File: src/rtl/ctrl_pkg.sv
// Shared opcode map, WD3 source codes, sequencer states and the control strobe bundle.
package ctrl_pkg;

  localparam logic [5:0] OP_MASK_ALU = 6'b100000;
  localparam logic [5:0] OP_ALU      = 6'b000000;
  localparam logic [5:0] OP_MASK_GRP = 6'b111100;
  localparam logic [5:0] OP_LI       = 6'b100000;
  localparam logic [5:0] OP_IN       = 6'b100100;
  localparam logic [5:0] OP_OUT      = 6'b101000;
  localparam logic [5:0] OP_MASK_STK = 6'b111101;
  localparam logic [5:0] OP_PUSH     = 6'b101100;
  localparam logic [5:0] OP_POP      = 6'b101101;
  localparam logic [5:0] OP_J        = 6'b110000;
  localparam logic [5:0] OP_JZ       = 6'b110001;
  localparam logic [5:0] OP_JNZ      = 6'b110010;
  localparam logic [5:0] OP_JAL      = 6'b110011;
  localparam logic [5:0] OP_RET      = 6'b110100;
  localparam logic [5:0] OP_HALT     = 6'b111111;

  localparam logic [1:0] SEL_ALU   = 2'b00;
  localparam logic [1:0] SEL_PORT  = 2'b01;
  localparam logic [1:0] SEL_STACK = 2'b10;
  localparam logic [1:0] SEL_INM   = 2'b11;

  typedef enum logic [1:0] {START, RUN, IO_WAIT, HALT} state_t;

  typedef struct packed {
    logic       s_inc;
    logic       s_jalret;
    logic       we3;
    logic       wez;
    logic [2:0] op_alu;
    logic [1:0] sel_inputs;
    logic       s_we_port;
    logic       s_we_stack;
    logic       s_we_stack_data;
    logic       s_pushpop;
  } ctrl_t;

  // Quiescent strobe set: no writes, PC advances sequentially.
  function automatic ctrl_t ctrl_idle();
    ctrl_t c;
    c       = '0;
    c.s_inc = 1'b1;
    return c;
  endfunction

  function automatic logic op_match(input logic [5:0] op, input logic [5:0] mask,
                                    input logic [5:0] val);
    return (op & mask) == val;
  endfunction

endpackage

File: src/rtl/ctrl_decode.sv
// Pure opcode decode: raw strobe set before any sequencing or I/O gating.
module ctrl_decode
  import ctrl_pkg::*;
(
  input  logic [5:0] opcode,
  input  logic       z,
  output ctrl_t      ctrl,
  output logic       is_io,
  output logic       is_halt
);

  always_comb begin
    ctrl    = ctrl_idle();
    is_io   = 1'b0;
    is_halt = 1'b0;
    if (op_match(opcode, OP_MASK_ALU, OP_ALU)) begin
      ctrl.we3        = 1'b1;
      ctrl.wez        = 1'b1;
      ctrl.op_alu     = opcode[4:2];
      ctrl.sel_inputs = SEL_ALU;
    end else if (op_match(opcode, OP_MASK_GRP, OP_LI)) begin
      ctrl.we3        = 1'b1;
      ctrl.sel_inputs = SEL_INM;
    end else if (op_match(opcode, OP_MASK_GRP, OP_IN)) begin
      ctrl.we3        = 1'b1;
      ctrl.sel_inputs = SEL_PORT;
      is_io           = 1'b1;
    end else if (op_match(opcode, OP_MASK_GRP, OP_OUT)) begin
      ctrl.s_we_port = 1'b1;
      is_io          = 1'b1;
    end else if (op_match(opcode, OP_MASK_STK, OP_PUSH)) begin
      ctrl.s_we_stack_data = 1'b1;
      ctrl.s_pushpop       = 1'b1;
    end else if (op_match(opcode, OP_MASK_STK, OP_POP)) begin
      ctrl.s_we_stack_data = 1'b1;
      ctrl.s_pushpop       = 1'b0;
      ctrl.we3             = 1'b1;
      ctrl.sel_inputs      = SEL_STACK;
    end else begin
      case (opcode)
        OP_J:    ctrl.s_inc = 1'b0;
        OP_JZ:   ctrl.s_inc = !z;
        OP_JNZ:  ctrl.s_inc = z;
        OP_JAL: begin
          ctrl.s_inc      = 1'b0;
          ctrl.s_we_stack = 1'b1;
        end
        OP_RET: begin
          ctrl.s_inc    = 1'b0;
          ctrl.s_jalret = 1'b1;
        end
        OP_HALT: is_halt = 1'b1;
        default: ;
      endcase
    end
  end

endmodule

File: src/rtl/control_unit.sv
// Sequencer around the opcode decode: start-up bubble, I/O wait states with timeout, HALT/wake.
// state   | meaning
// START   | reset bubble, PC held, no strobes
// RUN     | normal decode, one instruction per cycle
// IO_WAIT | IN/OUT stalled on io_ready, bounded by IO_TIMEOUT
// HALT    | stopped until wake; wake cycle advances PC past HALT
module control_unit
  import ctrl_pkg::*;
#(
  parameter int IO_TIMEOUT = 16
) (
  input  logic       clk,
  input  logic       reset,
  input  logic [5:0] opcode,
  input  logic       z,
  input  logic       io_ready,
  input  logic       wake,
  output logic       s_inc,
  output logic       s_jalret,
  output logic       we3,
  output logic       wez,
  output logic [2:0] op_alu,
  output logic [1:0] sel_inputs,
  output logic       s_we_port,
  output logic       s_we_stack,
  output logic       s_we_stack_data,
  output logic       s_pushpop,
  output logic       io_req,
  output logic       pc_hold,
  output logic       halted,
  output logic       io_err
);

  localparam int CW = $clog2(IO_TIMEOUT);

  state_t        state;
  logic [CW-1:0] cnt;
  ctrl_t         raw;
  ctrl_t         c;
  logic          is_io;
  logic          is_halt;
  logic          tmo;

  ctrl_decode u_decode (
    .opcode  (opcode),
    .z       (z),
    .ctrl    (raw),
    .is_io   (is_io),
    .is_halt (is_halt)
  );

  assign tmo = (cnt == CW'(IO_TIMEOUT - 1));

  always_ff @(posedge clk or negedge reset) begin
    if (!reset) begin
      state  <= START;
      cnt    <= '0;
      io_err <= 1'b0;
    end else begin
      unique case (state)
        START: state <= RUN;
        RUN: begin
          if (is_halt) begin
            state <= HALT;
          end else if (is_io && !io_ready) begin
            state <= IO_WAIT;
            cnt   <= '0;
          end
        end
        IO_WAIT: begin
          cnt <= cnt + CW'(1);
          // A late io_ready in the last allowed cycle still counts as success.
          if (io_ready) begin
            state <= RUN;
          end else if (tmo) begin
            state  <= RUN;
            io_err <= 1'b1;
          end
        end
        HALT: if (wake) state <= RUN;
      endcase
    end
  end

  always_comb begin
    c       = ctrl_idle();
    io_req  = 1'b0;
    pc_hold = 1'b1;
    halted  = 1'b0;
    unique case (state)
      START: ;
      RUN: begin
        if (is_halt) begin
          pc_hold = 1'b1;
        end else if (is_io && !io_ready) begin
          io_req = 1'b1;
        end else begin
          c       = raw;
          pc_hold = 1'b0;
          io_req  = is_io;
        end
      end
      IO_WAIT: begin
        io_req = 1'b1;
        if (io_ready) begin
          c       = raw;
          pc_hold = 1'b0;
        end else if (tmo) begin
          pc_hold = 1'b0;
        end
      end
      HALT: begin
        halted = 1'b1;
        if (wake) pc_hold = 1'b0;
      end
    endcase
  end

  assign s_inc           = c.s_inc;
  assign s_jalret        = c.s_jalret;
  assign we3             = c.we3;
  assign wez             = c.wez;
  assign op_alu          = c.op_alu;
  assign sel_inputs      = c.sel_inputs;
  assign s_we_port       = c.s_we_port;
  assign s_we_stack      = c.s_we_stack;
  assign s_we_stack_data = c.s_we_stack_data;
  assign s_pushpop       = c.s_pushpop;

endmodule
File: config.mk
export PLATFORM = sky130hd
export DESIGN_NAME = control_unit
export DESIGN_NICKNAME = d
export VERILOG_FILES = /design/src/rtl/ctrl_pkg.sv /design/src/rtl/ctrl_decode.sv /design/src/rtl/control_unit.sv
export SDC_FILE = /design/constraint.sdc
export NUM_CORES = 1
export LEC_CHECK = 0
export ABC_CLOCK_PERIOD_IN_PS = 1800
export BUFFER_PORTS_ARGS = -buffer_cell sky130_fd_sc_hd__buf_2
export CAP_MARGIN = 20
export CELL_PAD_IN_SITES_DETAIL_PLACEMENT = 1
export CELL_PAD_IN_SITES_GLOBAL_PLACEMENT = 1
export CORE_MARGIN = 3
export CORE_UTILIZATION = 34
export CTS_CLUSTER_DIAMETER = 100
export DETAILED_ROUTE_END_ITERATION = 16
export PLACE_DENSITY = 0.75
export REMOVE_ABC_BUFFERS = 1
export SKIP_CTS_REPAIR_TIMING = 1
export SYNTH_ARGS = -nofsm -noshare
export SYNTH_HDL_FRONTEND = slang
export SYNTH_SLANG_ARGS = --single-unit
File: constraint.sdc
create_clock -name clk -period 1.8 [get_ports clk]
set_input_delay 0.18 -clock clk [delete_from_list [all_inputs] [get_ports clk]]
set_output_delay 0.18 -clock clk [all_outputs]
set_load 0.01 [all_outputs]
### Yosys cells after proc, flatten, opt, wreduce, memory -nomap -nowiden

Index checks and enable logic that the tools add are counted.

| word-level totals | value |
|---|---|
| output and inout bits | 17 |
| logic and storage cells | 96 |
| flip-flop bits (word level) | 7 |
| bits of input ports | 11 |

| operators by class | value |
|---|---|
| $add $sub $neg | 1 |
| muxes and demuxes | 61 |
| bitwise logic cells | 1 |
| reduce and logical (&&, ||, !) cells | 10 |
| equality and inequality tests | 20 |

Operators by type and width:

| cell | count |
|---|---|
| 2-to-1 mux 13 bit | 3 |
| equality test 6 bit (second input constant) | 6 |
| 2-to-1 mux 2 bit | 16 |
| 2-to-1 mux 1 bit | 27 |
| case mux 13 bit (2 select lines) | 1 |
| 2-to-1 mux 4 bit | 6 |
| equality test 4 bit (second input constant) | 4 |
| equality test 5 bit (second input constant) | 2 |
| 2-to-1 mux 3 bit | 3 |
| AND reduction 3 bit | 3 |
| case mux 2 bit (4 select lines) | 1 |
| case mux 4 bit (2 select lines) | 1 |
| zero test 6 bit | 1 |
| inequality test 2 bit (second input constant) | 3 |
| inequality test 3 bit (second input constant) | 2 |
| case mux 1 bit (3 select lines) | 2 |
| adder 4 x 1 -> 4 bit (second input constant) | 1 |
| equality test 2 bit (second input constant) | 2 |
| OR reduction 3 bit | 1 |
| equality test 2 x 1 -> 1 bit (second input constant) | 1 |
| zero test 1 bit | 2 |
| zero test 2 bit | 1 |
| case mux 1 bit (2 select lines) | 1 |
| nonzero test 2 bit | 1 |
| other kinds (2) | 2 |

### Depth between registers and ports, before layout

Gate-level depths: netlist of the first run.

| depth | value |
|---|---|
| depth in word-level cells | 12 |
| mapped depth | 7 |

### Cells and area by module

A second synthesis of the first run with hierarchy kept.

| unflattened totals | value |
|---|---|
| cells, all modules | 111 |
| area, all modules | 880.8 µm² |

Modules (own cells, without submodules):

| module | area an instance (µm²) | times used | cells each | seq. area each (µm²) |
|---|---|---|---|---|
| control_unit | 680.7 | 1 | 82 | 175.2 |
| ctrl_decode | 200.2 | 1 | 29 | 0.0 |

### Least setup slack after synthesis of the first run

Ideal clock, no wire load.

| timing | value |
|---|---|
| path kind | register -> output |
| start | reg state[0] |
| end | out s_jalret |
| slack | -0.105 ns |
| data arrival time | 1.725 ns |
| cell stages (with the launch flop) | 6 |
| cells stage by stage | dfrtp_1 inv_1 ha_1 clkbuf_1 or4b_1 nor4_1 |

| between the ends | value |
|---|---|
| longest elaborated chain between the ends | 2 |
| elaborated cells on any way between the ends | 3 |
| classes of those cells | eq/ne (2); mux (1) |

RTL lines:

| item | RTL line | RTL |
|---|---|---|
| from (decl) | control_unit.sv:36 | `state_t state;` |
| from (signal assigned) | control_unit.sv:56 | `state <= START;` |
| from (signal assigned) | control_unit.sv:61 | `START: state <= RUN;` |
| from (signal assigned) | control_unit.sv:64 | `state <= HALT;` |
| equality test 2 bit or equality test 2 x 1 -> 1 bit (tied branches) | control_unit.sv:90 | `unique case (state)` |
| case mux 13 bit (2 select lines) (*) | control_unit.sv:90 |  |
| to (decl) | control_unit.sv:19 | `output logic s_jalret,` |

Mark *: on every way between the ends. The rest lies on a longest branch, timed or not.

### Final worst setup path of the first run

Ends and elaborated chain as after synthesis.

==> results.md, run 1 <==
* Outcome: complete, but fails checks
* Failing checks: setup timing
* Inserted Clock Buffers at 3
* Die W at 53.58 um
* Seq cells post-synth at 7
* # fillers at approximately 270
* Largest net degree at the start of global routing at 10
* Clk slew on worst S/H paths at roughly 60 ps
* Drt total wl at around 3 mm
* Kind of critical path: register to output pin
* CP Capture Type: output pin
* Unrepaired setup endpoints after global routing: true
* Syn Std Cell Area at between 700 and 800 sq um
* Mapped Avg Cell Area at about 8.1 sq um
* Crit Path Max Fanout at 4
* GRT Overall Usage at a little under a fifth
* Routability cong. at about 0.89
* CTS tree: yes
* Global-route wire length before repair at slightly below 4 mm
* Pwr/cell area at ~1400 nW/um^2
* Rows at 16
* Skew final at 3.827 ps
* Initial core utilization at between 30 and 40%
* Final Slew Violations at 0
* PortBufs at 27
* EDFF count, synth at 0
* Primary FF master, synth: dfrtp_1
* H-tree depth at 1
* Initial antenna violation count at 0
* Dpl cells at ~150
* Syn Inst Count at 95
* Buffer depth of the longest clock path at 2
* Headroom to the max-slew limit at 65.06%
* Vias in the first global route at between 800 and 900
* Sequential cell area fraction in the yosys report at between 20% and 30%
* Final setup TNS at -1048 ps
* DRC at 0
* Via count at a little over 900
* HP Class: input port to asynchronous set/reset pin
* Crit path required time at roughly 1600 ps
* Die area at between 2000 and 3000 sq um
* Worst setup margin at -184.8 ps
* Final setup viols at 13
* Die height at 53.58 um
* DR vias/cell at between 5 and 6
* Final Hold Vio Count at 0
* Synthesis Warnings at 0
* Max Cap Viol at 0
* Avg WL per Cell at 18.12 um
* Final min period at roughly 2000 ps
* Final nets at around 160
* Final period utilization at 110.3%
* Number of diodes at 0
* Core Util, Final at between 50 and 60%
* Synth unique cells at 39
* Clock root cell: clkbuf_4
* Share of cells above drive strength 1 at roughly 51%
* Async S/R FF share, synth at between 90% and 100%
* Remaining Overflow, GRT at 0
* Crit path arrival time at 1800 ps
* Finished Layout Cells at about 170
* Core footprint at approximately 2000 sq um
* Sink Count at 7
* Worst-margin pin slew at approximately 520 ps
* Max Clock Freq at slightly above 500 MHz
* Io pins at 28
* Leakage at ~0.55 nW
* Startpoint types: register
* 1st-iter DRT viols at 7
* Worst vdd ir at between 0.0006 and 0.0007 V
* Post-DRT Antenna Nets at 0
* Syn-to-layout area delta at 53.66%
* Clock latency on the worst-skew pair at ~260 ps
* TritonRoute pass-1 iters at 4
* Dpl hpwl at 1.834 mm
path summary, 6_finish.rpt:
path                            slack, ps       end  depth (start not counted)      from
worst max-delay path                 -180  s_jalret                          5  state[0]
worst min-delay path                  290    cnt[1]                          2     reset
worst max register to register        150  state[1]                          8  state[0]
worst min register to register        460    io_err                          1    io_err
max in group asynchronous            1320  state[1]                          2     reset
min in group clk                      460    io_err                          1    io_err
synthesized netlist by cell type, drive strengths merged, types with 3 or more instances:
master / number / area [sq um]
a21oi: 6 / 30.03
buf: 4 / 25.02
ha: 5 / 62.56
inv: 9 / 33.78
nand2: 8 / 30.03
and2: 3 / 18.77
nand4: 3 / 18.77
nand3: 6 / 35.03
nor2: 7 / 26.28
dfrtp: 7 / 175.2
flip-flops by register name (all words and copies together) (netlist names):
name and cells:
state 2, io_err 1, cnt 4
logic make-up after synthesis:
kind of cell / Yosys count / share of synthesized area (%)
compound gates: 22 / 23.25
xor+xnor: 1 / 2.114
fa+ha+maj: 5 / 8.130
buf+inv: 15 / 8.617
flops: 7 / 22.76
mux: 1 / 1.301
simple gates: 44 / 33.82
metrics by stage:
stage	setup WS, ps	power (W)	hold WS, ps	area, sq um
floorplan	-0.6046	0.0007863	-115.6	737.0
global placement	82.11	0.001145	22.69	973.4
detailed placement	29.77	0.001170	27.89	973.4
CTS	-281.4	0.001326	-249.5	999.7
global route	-255.5	0.001749	299.2	1182
finish	-184.8	0.001634	292.3	1182
power breakdown:
| part | switching [W] | internal (W) | total (W) |
|---|---|---|---|
| Combinational | 0.000637 | 0.000586 | 0.00122 |
| Sequential | 0.0000556 | 0.000204 | 0.000260 |
| Clock | 0.0000655 | 0.0000851 | 0.000151 |
critical path, stage by stage, from the launching register on:
cell and delay, ps:
dfrtp_1 390, inv_2 90, ha_4 280, or4b_4 460, nor4_2 160, buf_2 170
placed cells by master, fill, tap and decap left out, types with 2 or more instances in the layout:
cell	instances
buf_6	4
buf_2	27
nand4_1	3
clkbuf_4	3
a21oi_1	4
o21ai_0	2
buf_4	13
a31o_2	2
and2_1	3
nand3_1	5
a2bb2oi_1	2
ha_4	3
inv_2	3
inv_1	6
nor2_1	7
nor2b_1	2
a21oi_2	2
dfrtp_1	6
nand2_1	8
per-layer routing:
layer	share of wire [%]	global-route usage [%]	up-vias
li1	-	-	437
met1	42	21.25	452
met2	53	33.88	35
met4	1.3	6.383	0
met3	3.9	1.939	4
met5	0	0	-
cell type report:
| class | instances | area (sq um) | share of cell area (%) |
|---|---|---|---|
| multi-input cells | 73 | 624.3 | 52.80 |
| repair buffers | 45 | 287.8 | 24.34 |
| flip-flops and latches | 7 | 176.4 | 14.92 |
| inverters | 9 | 33.78 | 2.857 |
| well taps | 27 | 33.78 | 2.857 |
| clock buffers | 4 | 26.28 | 2.222 |
No activity file was read; power rests on OpenSTA's default activity.
==> inputs of run 2 (changes only) <==
==> constraint.sdc (replaced) <==
create_clock -name clk -period 1.8 [get_ports clk]
set_input_delay 0.09 -clock clk [delete_from_list [all_inputs] [get_ports clk]]
set_output_delay 0.09 -clock clk [all_outputs]
set_load 0.01 [all_outputs]
==> results.md, run 2 (synthesis gave the netlist of run 1 again) <==
* Die W at around 54 um
* Share of cells above drive strength 1 at between 50% and 60%
* Final period utilization at 108.8%
* Pwr/cell area at 1535 nW/um^2
* Clk slew on worst S/H paths at approximately 60 ps
* Commonest non-fill, non-tap cell in the layout: buf_2
* Dpl cells at 149
* Unrepaired setup endpoints after global routing: true
* Vias in the first global route at 939
* Reg2Reg Depth at 8
* TritonRoute pass-1 iters at 4
* Buffer depth of the longest clock path at 2
* Placed Area at between 900 and 1000 sq um
* Final nets at 160
* Global-route wire length before repair at roughly 4.2 mm
* Avg WL per Cell at 17.95 um
* PortBufs at 27
* Number of diodes at 0
* Final setup TNS at -1147 ps
* Max Clock Freq at between 500 and 600 MHz
* R2r startpoint: state[1]
* Sink Count at 7
* Skew final at 4.042 ps
* GRT Overall Usage at between 20% and 30%
* Total power at 0.001889 W
* 1st-iter DRT viols at 27
* Crit Path Max Fanout at 4
* Routability cong. at slightly above 0.8
* Remaining Overflow, GRT at 0
* Worst-margin pin slew at about 380 ps
* HP Class: input port to asynchronous set/reset pin
* Headroom to the max-slew limit at around three quarters
* Rows at 16
* Crit path required time at 1710 ps
* Worst vdd ir at between 0.0008 and 0.0009 V
* Die height at ~54 um
* Final setup viols at 13
* Biggest register: cnt
* Final Slew Violations at 0
* H-tree depth at 1
* Largest regs: cnt x4, state x2, io_err x1
* Core Util, Final at ~60%
* Largest register FFs at 4
* CP Launch Point: state[0]
* # fillers at about 260
* Fin area at about 1200 sq um
* DR vias/cell at roughly 5.6
* Inserted Clock Buffers at 3
* Failing checks: setup timing
* Initial core utilization at between 30% and 40%
* Post-DRT Antenna Nets at 0
* Clock latency on the worst-skew pair at 260 ps
* Final min period at between 1500 and 2000 ps
* Worst setup margin at -158.2 ps
* Dpl hpwl at ~1.9 mm
* Io pins at 28
* Kind of critical path: register to output pin
* Startpoint types: register
* Drt total wl at a little over 3 mm
* Final Hold Vio Count at 0
* Largest net degree at the start of global routing at 12
* Clock root cell: clkbuf_4
* Initial antenna violation count at 0
* Crit path arrival time at 1870 ps
* Commonest non-fill, non-tap cells in the layout: buf_2 (26), buf_4 (18), nand2_1 (8)
* Outcome: complete, but fails checks
* CP Capture Type: output pin
* CTS tree: yes
* Finished Layout Cells at 170
* Max Cap Viol at 0
* DRC at 0
* Die area at ~2900 sq um
* Via count at roughly 950
* Core footprint at between 2000 and 2500 sq um
* Leakage at 0.5767 nW
* Syn-to-layout area delta at 59.84%
## run 2: report_power, final
| group | switching, W | internal [W] | total [W] |
|---|---|---|---|
| sequential | 0.0000636 | 0.000202 | 0.000265 |
| clock | 0.0000705 | 0.0000854 | 0.000156 |
| combinational | 0.000683 | 0.000784 | 0.00147 |
## run 2: final cells by class
type	count	area, sq um	share of cell area [%]
multi-input cells	73	629.4	51.17
well taps	27	33.78	2.747
inverters	9	33.78	2.747
repair buffers	50	331.6	26.96
flip-flops and latches	7	175.2	14.24
clock buffers	4	26.28	2.136
## run 2: final timing paths
path                       endpoint  slack [ps]
min in group clk           state[0]         330
min reg2reg                  io_err         480
max in group asynchronous    cnt[3]        1430
max                        s_jalret        -160
min                        state[0]         200
max reg2reg                  cnt[1]          50
## run 2: layer usage
| metal | wire [um] | GRT usage, % | part of all wire [%] |
|---|---|---|---|
| met1 | 1266 | 23.19 | 41 |
| met5 | 0 | 0 | 0 |
| met3 | 139 | 3.047 | 4.6 |
| met2 | 1592 | 36.12 | 52 |
| met4 | 54 | 9.787 | 1.8 |
## run 2: critical path, stage by stage (launching register included)
cell	delay, ps
dfrtp_1	430
inv_2	100
ha_4	300
or4b_4	470
nor4_4	130
buf_2	170
## run 2: metrics by stage
stage	hold slack (ps)	worst slack [ps]
CTS	-343.3	-219.0
finish	202.0	-158.2
detailed placement	-61.15	76.58
global placement	-67.50	100.4
global route	207.9	-245.3
floorplan	-205.6	89.40
